## config.mk

```make
export PLATFORM = sky130hd
export DESIGN_NAME = rk_stage_sequencer
export DESIGN_NICKNAME = d
export VERILOG_FILES = /design/src/rtl/rk_stage_sequencer.sv
export SDC_FILE = /design/constraint.sdc
export NUM_CORES = 1
export LEC_CHECK = 0
export CORE_MARGIN = 4
export CORE_UTILIZATION = 47
export DETAILED_ROUTE_END_ITERATION = 7
export PLACE_DENSITY_LB_ADDON = 0.1
export SYNTH_ARGS = -nofsm -noshare
export SYNTH_HDL_FRONTEND = slang
export SYNTH_SLANG_ARGS = --single-unit
```

## constraint.sdc

```tcl
create_clock -name clk -period 2.1 [get_ports clk]
set_clock_uncertainty 0.2 [all_clocks]
set_input_delay 0.315 -clock clk [delete_from_list [all_inputs] [get_ports clk]]
set_output_delay 0.315 -clock clk [all_outputs]
set_load 0.005 [all_outputs]
```

## src/rtl/rk_stage_sequencer.sv

```systemverilog
// -----------------------------------------------------------------------------
// rk_stage_sequencer
// Control sequencer for the iterative differentiator datapath. It steers
// operand loads, steps through NUM_STAGES compute stages per iteration and
// keeps looping while continue_while is high, up to a runtime iteration cap.
//
// Optional feature macro: CTRL_TIMEOUT_EN
//   When defined, a per-stage watchdog moves the FSM to ERROR if a stage does
//   not finish within TIMEOUT_CYC cycles. When undefined, COMPUTE waits
//   indefinitely and error is tied low.
//
// Ports
//   clk            rising-edge clock
//   reset          asynchronous, active-high reset
//   start          begin a run from IDLE, DONE or ERROR
//   op_sel         operand load requests, lowest set bit wins
//   ready          all operands present, leave READ
//   compute_done   current stage finished (single-cycle pulse)
//   continue_while loop condition, sampled in CHECK
//   max_iter       iteration cap, 0 = unlimited
//   load_en        registered one-hot operand load strobe
//   stage          current compute stage index
//   state          encoded FSM state (IDLE=0 .. ERROR=5)
//   iter_cnt       completed iterations, saturating
//   busy           high in COMPUTE or CHECK
//   valid          high in DONE
//   error          high in ERROR
// -----------------------------------------------------------------------------
module rk_stage_sequencer #(
  parameter int NUM_OPS     = 4,
  parameter int NUM_STAGES  = 4,
  parameter int ITER_W      = 16,
  parameter int TIMEOUT_CYC = 1024,
  localparam int STG_W      = (NUM_STAGES > 1) ? $clog2(NUM_STAGES) : 1
) (
  input  logic               clk,
  input  logic               reset,
  input  logic               start,
  input  logic [NUM_OPS-1:0] op_sel,
  input  logic               ready,
  input  logic               compute_done,
  input  logic               continue_while,
  input  logic [ITER_W-1:0]  max_iter,
  output logic [NUM_OPS-1:0] load_en,
  output logic [STG_W-1:0]   stage,
  output logic [2:0]         state,
  output logic [ITER_W-1:0]  iter_cnt,
  output logic               busy,
  output logic               valid,
  output logic               error
);

  typedef enum logic [2:0] {
    S_IDLE    = 3'd0,
    S_READ    = 3'd1,
    S_COMPUTE = 3'd2,
    S_CHECK   = 3'd3,
    S_DONE    = 3'd4,
    S_ERROR   = 3'd5
  } state_t;

  localparam logic [STG_W-1:0] STG_LAST = STG_W'(NUM_STAGES - 1);

  // Parameter sanity: reject degenerate configurations at elaboration.
  if (NUM_OPS < 1 || NUM_STAGES < 1 || TIMEOUT_CYC < 1) begin : g_param_check
    $error("rk_stage_sequencer: NUM_OPS, NUM_STAGES and TIMEOUT_CYC must be >= 1");
  end

  // Isolates the lowest set request bit: x & -x.
  function automatic logic [NUM_OPS-1:0] lowest_onehot(input logic [NUM_OPS-1:0] req);
    lowest_onehot = req & (~req + NUM_OPS'(1));
  endfunction

  state_t               state_q, state_d;
  logic [NUM_OPS-1:0]   load_en_q, load_en_d;
  logic [STG_W-1:0]     stage_q, stage_d;
  logic [ITER_W-1:0]    iter_q, iter_d;

`ifdef CTRL_TIMEOUT_EN
  localparam int TO_W = (TIMEOUT_CYC > 1) ? $clog2(TIMEOUT_CYC) : 1;
  localparam logic [TO_W-1:0] TO_LAST = TO_W'(TIMEOUT_CYC - 1);
  logic [TO_W-1:0] wdog_q, wdog_d;

  // Per-stage watchdog register.
  always_ff @(posedge clk or posedge reset) begin
    if (reset) begin
      wdog_q <= '0;
    end else begin
      wdog_q <= wdog_d;
    end
  end
`endif

  // Control state, strobe, stage and iteration registers.
  always_ff @(posedge clk or posedge reset) begin
    if (reset) begin
      state_q   <= S_IDLE;
      load_en_q <= '0;
      stage_q   <= '0;
      iter_q    <= '0;
    end else begin
      state_q   <= state_d;
      load_en_q <= load_en_d;
      stage_q   <= stage_d;
      iter_q    <= iter_d;
    end
  end

  // Next-state and datapath-control decode.
  always_comb begin
    state_d   = state_q;
    load_en_d = '0;
    stage_d   = stage_q;
    iter_d    = iter_q;
`ifdef CTRL_TIMEOUT_EN
    // Counter is only meaningful in COMPUTE; everywhere else it sits at 0,
    // which also gives the clear-on-entry behaviour.
    wdog_d    = '0;
`endif
    case (state_q)
      S_IDLE: begin
        if (start) state_d = S_READ;
        else       state_d = S_IDLE;
      end
      S_READ: begin
        // The request on the ready edge is still loaded.
        load_en_d = lowest_onehot(op_sel);
        if (ready) begin
          state_d = S_COMPUTE;
          stage_d = '0;
          iter_d  = '0;
        end else begin
          state_d = S_READ;
        end
      end
      S_COMPUTE: begin
        if (compute_done) begin
          if (stage_q == STG_LAST) begin
            state_d = S_CHECK;
            if (iter_q == {ITER_W{1'b1}}) iter_d = iter_q;
            else                          iter_d = iter_q + ITER_W'(1);
          end else begin
            stage_d = stage_q + STG_W'(1);
          end
        end else begin
`ifdef CTRL_TIMEOUT_EN
          if (wdog_q == TO_LAST) state_d = S_ERROR;
          else                   wdog_d  = wdog_q + TO_W'(1);
`else
          state_d = S_COMPUTE;
`endif
        end
      end
      S_CHECK: begin
        // iter_cnt already includes the iteration that just finished.
        if (continue_while && (max_iter == '0 || iter_q < max_iter)) begin
          state_d = S_COMPUTE;
          stage_d = '0;
        end else begin
          state_d = S_DONE;
        end
      end
      S_DONE: begin
        if (start) state_d = S_READ;
        else       state_d = S_DONE;
      end
`ifdef CTRL_TIMEOUT_EN
      S_ERROR: begin
        if (start) state_d = S_READ;
        else       state_d = S_ERROR;
      end
`endif
      default: begin
        state_d = S_IDLE;
      end
    endcase
  end

  assign load_en  = load_en_q;
  assign stage    = stage_q;
  assign state    = state_q;
  assign iter_cnt = iter_q;
  assign busy     = (state_q == S_COMPUTE) || (state_q == S_CHECK);
  assign valid    = (state_q == S_DONE);
`ifdef CTRL_TIMEOUT_EN
  assign error    = (state_q == S_ERROR);
`else
  assign error    = 1'b0;
`endif

endmodule
```

Word-level counts from Yosys, hierarchy flattened

Index checks and enable logic that the tools add are counted.

Register bits after elaboration: 25
Latch bits: 0
Memory bits (writable): 0
Memory bits (read-only): 0
Input bits: 26
Output and inout bits: 28
Logic and storage cells: 50
Memories kept: 0

Add/subtract/negate cells: 3
Multiply operators: 0
Div/mod/pow operators: 0
Order comparisons: 1
Equality and inequality tests: 13
Shifts and indexed selects: 0
Mux-type cells: 18
Bitwise gates (word level): 2
Reduce and logical (&&, ||, !) cells: 9

Operators with widths:

| kind                    | count |
|---|---|
| $mux W16                | 4 |
| $pmux W16 S2            | 1 |
| $add A16 B1 Y16 const B | 1 |
| $eq A16 B16 Y1 const B  | 1 |
| $logic_not A16 Y1       | 1 |
| $lt A16 B16 Y1          | 1 |
| $pmux W3 S5             | 1 |
| $mux W3                 | 4 |
| $ne A2 B2 Y1 const B    | 6 |
| $mux W2                 | 5 |
| $reduce_and A5 Y1       | 2 |
| $eq A3 B2 Y1 const B    | 2 |
| $pmux W2 S3             | 1 |
| $add A4 B1 Y4 const B   | 1 |
| $and A4 B4 Y4           | 1 |
| $mux W4                 | 1 |
| $not A4 Y4              | 1 |
| $eq A3 B1 Y1 const B    | 1 |
| $eq A3 B3 Y1 const B    | 1 |
| $logic_not A3 Y1        | 1 |
| $ne A3 B3 Y1 const B    | 1 |
| $reduce_bool A3 Y1      | 1 |
| $add A2 B1 Y2 const B   | 1 |
| $eq A2 B2 Y1 const B    | 1 |
| 4 further kinds         | 5 |

Longest topological paths before layout

Depth after elaboration: 5
Depth in mapped cells: 8
Gate-level depth less buffers: 8

Least setup slack after synthesis

No wires, ideal clock.

Kind: reg-to-reg
Start point: reg iter_q[2] (netlist: iter_cnt[2])
End point: reg stage_q[0] (netlist: stage[0])
Setup time: 0.135 ns
Arrival time: 1.621 ns
Required time: 1.765 ns
Slack: 0.143 ns
Stages on the path, launching flop included: 8
Buffers on the path: 0
Period minus slack after synthesis: 1.957 ns
Cell sequence: dfrtp_1 > ha_1 > a211o_1 > a31oi_1 > o21ai_0 > a41oi_1 > or3_1 > a31oi_1

Cells in the longest elaborated chain, start to end: 5

RTL lines:

| item                        | line | source |
|---|---|---|
| from (decl)                 | 77   | `logic [ITER_W-1:0] iter_q, iter_d;` |
| from (signal assigned)      | 105  | `iter_q <= iter_d;` |
| $lt A16 B16 Y1              | 156  | `if (continue_while && (max_iter == '0 \|\| iter_q < max_iter)) begin` |
| $logic_or A1 B1 Y1          | 156  |  |
| $logic_and A1 B1 Y1         | 156  |  |
| $ne A2 B2 Y1 (no line)      | -    |  |
| $reduce_and A5 Y1 (no line) | -    |  |
| to (signal assigned)        | 104  | `stage_q <= stage_d;` |
| to (decl)                   | 76   | `logic [STG_W-1:0] stage_q, stage_d;` |

Every way passes these cells.
A chain may end at the register's enable or synchronous reset.

Worst setup path in the final report

Start point: reg state_q[2] (netlist: state[2])
End point: out busy

Cells in the longest elaborated chain, start to end: 2
Elaborated cells between the ends (all ways): 3
Those cells by class: eq/ne: 2; reduce/logical: 1

RTL lines:

| item                   | line | source |
|---|---|---|
| from (decl)            | 74   | `state_t state_q, state_d;` |
| from (signal assigned) | 102  | `state_q <= state_d;` |
| $eq A3 B2 Y1           | 183  | `assign busy = (state_q == S_COMPUTE) \|\| (state_q == S_CHECK);` |
| $logic_or A1 B1 Y1 (*) | 183  |  |
| to (decl)              | 48   | `output logic busy,` |

Every way passes the cells marked *; elsewhere a longest branch is shown, timed or not.

==> out/results.txt <==
Counting every instance in the synthesized netlist gives 201. For this design, the slowest cell found on the critical path is sky130_fd_sc_hd__clkdlybuf4s50_1. The number of antenna diodes in the final layout is 0. The power per unit of standard cell area was 614.9 nW/um2; the iteration count of the initial detailed-routing pass was 5.

The flop and latch count out of synthesis came out at 25. CTS placed an instance of sky130_fd_sc_hd__clkbuf_8 at the clock tree root. The detailed router's first-iteration violation count is 70. The logs give 0 for the initial antenna violation count and 0 for the reported max-cap violation count. The initial standard-cell utilization of the core was 50.47%.

Measured on the finished design, the core utilization comes to 81.60%. The number of nets produced by synthesis was 244. Detailed placement finished with a half-perimeter wire length of 3.592 mm. Hold is met by 0.1721 ns.

The longest clock path from root to sink contains 2 buffers. Prior to clock tree synthesis, the placed netlist has a worst setup slack of -0.4231 ns. The sequential fraction of the synthesis area was 35.74%; the TritonCTS buffer count was 3.

For this run, the leading register cell type out of synthesis is sky130_fd_sc_hd__dfrtp_1. In the layout the commonest cells are sky130_fd_sc_hd__clkdlybuf4s50_1, sky130_fd_sc_hd__buf_4, sky130_fd_sc_hd__dfrtp_1, sky130_fd_sc_hd__inv_1, sky130_fd_sc_hd__nor2_1. Measured along the y axis, the die boundary spans 69.03 um. The number of levels in the clock H-tree came out at 1. The count of antenna-violating nets left after detailed routing is 0. The final layout contains routed wiring with a total length of 5.321 mm. The run gives 0.4839 mV as the maximum vdd ir drop.

The routed via count is 1794. In this run the static leakage power is 1.474 nW. The count of flip-flops with a built-in enable after synthesis is 0. The die covers 4764 um2. Once placement completed, the tool counted placed cells totaling 322. Buffers placed on the I/O ports in this run total 52. The via count of the first global-routing pass is 1651, and the global placement routability congestion is 0.8212. The routed via count divided by cell count was 5.371.

The synthesis-to-finish area growth was 61.69%. The class of the worst hold path is input port to asynchronous set/reset pin. Maximum fanout encountered on the critical timing path: 3. The standard cell core area came out at 3468 um2.

The run finished with clean final reports. Number of fillers in the final layout: 215. The run gives 7.941 mm as the global-route wire length before repair. The tools report the kind of start point of the critical path as a flip-flop. Setup repair after global routing could not meet its margin everywhere. STA classifies the critical path endpoint as a primary output.

In this design, the stage delay of the slowest critical-path cell is 0.50 ns. In this run, post-CTS hold repair placed 0 buffers. Of all flip-flops after synthesis, the portion carrying an async set or reset was 100.0%. The floorplan has 21 rows. The most frequent standard cell in the layout excluding fill and tap cells is sky130_fd_sc_hd__clkdlybuf4s50_1. After detailed routing, the average wire length per cell comes to 15.93 um. The total power is 1.740 mW, and the number of warnings printed during yosys synthesis is 0.

For the number of ports placed on the die boundary, the log shows 54. The final worst-path setup slack was 0.02462 ns. The tools report the clock latency at the later pin of the worst-skew pair as 0.28 ns. The final period demand of the worst path is 2.075 ns. Area of the mapped netlist: 1750 um2. The run gives 0 as the number of endpoints with negative hold slack in the final report. TritonCTS built the clock tree. Entering global routing, the biggest net connects 26 pins.

The CTS clock-pin slew for the worst setup and hold paths came out at 0.10 ns. The DRC violation count after routing was 0. Traced cell by cell, the critical path runs through or2b_1 > inv_1 > clkdlybuf4s50_1. The total overflow left after global routing is 0. The distinct cell type count of the synthesized netlist is 43, and the total setup violations reported at the end of the flow is 0. The number of clock sinks seen by CTS was 25; the maximum operating frequency was 481.8 MHz. The max-slew violation count is 0, and the worst endpoint data arrival time is 1.56 ns. The per-instance average area after synthesis works out to 8.709 um2. Cells with a size suffix above 1 make up 25.35% of the layout. The worst path uses 98.83% of the clock period. Summing all flip-flop and latch instances after layout gives 628.1 um2. Summing all multi-input logic gate instances after layout gives 1152 um2.

The horizontal die dimension is 69.03 um, and the endpoint required time on the critical path is 1.58 ns. In the global route stage, overall resource usage came out at 19.88%. For this run, the post-layout net count is 332. Excluding fillers, the count of instances in the completed layout stands at 334. The worst setup path category was flip-flop to primary output.
[sequential cells by signal (all words and copies together), names as in the netlist]
signal / cells
iter_cnt: 16
load_en: 4
state: 3
stage: 2
[cell usage after synthesis (3+ instances only)]
cell	count	area, um2
sky130_fd_sc_hd__and2_1	4	25.02
sky130_fd_sc_hd__nor2_1	24	90.09
sky130_fd_sc_hd__ha_1	17	212.7
sky130_fd_sc_hd__a31oi_1	4	25.02
sky130_fd_sc_hd__dfrtp_1	25	625.6
sky130_fd_sc_hd__nor4_1	3	18.77
sky130_fd_sc_hd__nand2_1	13	48.80
sky130_fd_sc_hd__o21ai_0	10	50.05
sky130_fd_sc_hd__nand4_1	7	43.79
sky130_fd_sc_hd__xor2_1	12	105.1
sky130_fd_sc_hd__inv_1	25	93.84
sky130_fd_sc_hd__a21oi_1	6	30.03
sky130_fd_sc_hd__nand3_1	10	50.05
sky130_fd_sc_hd__and3_1	3	18.77
[layer usage]
layer	GRT usage (%)	up-vias	part of all wire, %
li1	-	863	-
met1	30.67	852	45
met2	28.92	67	48
met3	3.488	12	5.6
met4	3.905	0	1.4
met5	0	-	0
[path summary, 6_finish.rpt]
| check | from | to | slack (ns) | depth (start not counted) |
|---|---|---|---|---|
| worst max-delay path | state[2] | busy | 0.02 | 3 |
| worst min-delay path | reset | state[0] | 0.17 | 3 |
| worst max register to register | iter_cnt[2] | stage[0] | 0.03 | 7 |
| worst min register to register | stage[1] | stage[1] | 0.42 | 2 |
| max in group asynchronous | reset | iter_cnt[12] | 1.26 | 3 |
| min in group clk | op_sel[2] | load_en[2] | 0.41 | 2 |
[where the power goes]
part | switching [mW] | leakage, nW | internal, mW
Clock | 0.162 | 0.0217 | 0.135
Combinational | 0.369 | 1.11 | 0.463
Sequential | 0.0703 | 0.340 | 0.541
Total | 0.602 | 1.47 | 1.14
[what timing repair did]
action | in CTS | in global routing
gates cloned | 0 | 0
gates resized for setup | 15 | 38
setup endpoints to repair | 12 | 15
setup buffers | 3 | 5
pin swaps | 8 | 16
[per-stage QoR]
| stage | instance area (um2) | setup TNS (ns) |
|---|---|---|
| floorplan | 1750 | 0 |
| global placement | 2500 | -2.394 |
| detailed placement | 2500 | -2.816 |
| CTS | 2616 | -0.002122 |
| global route | 2830 | -0.1648 |
| finish | 2830 | 0 |
[worst max-delay path: cells and delay by family, from the launching register on]
family	cells	cell delay [ns]
buffers and inverters	2	0.60
flip-flops	1	0.43
AND/OR/NAND/NOR	1	0.25
[cells by family (layout without fill, tap and decap cells)]
logic type               after synthesis  in the layout  share of synthesized area (%)
AO/OA/AOI/OAI                         30             30                          10.79
XOR/XNOR                              14             14                          7.005
adder cells (fa/ha/maj)               17             17                          12.15
buffers and inverters                 31            118                          8.005
flip-flops                            25             25                          35.74
other                                  1              1                         0.2142
AND/OR/NAND/NOR                       83             83                          26.09
[final cells by class]
cell class                      instances  share of cell area [%]
Multi-Input combinational cell        145                   40.72
Sequential cell                        25                   22.19
Inverter                               25                   3.316
Tap cell                               46                   2.034
Clock buffer                            3                   1.459
Timing Repair Buffer                   89                   30.02
Clock inverter                          1                  0.2653
No activity file was read; power rests on OpenSTA's default activity.
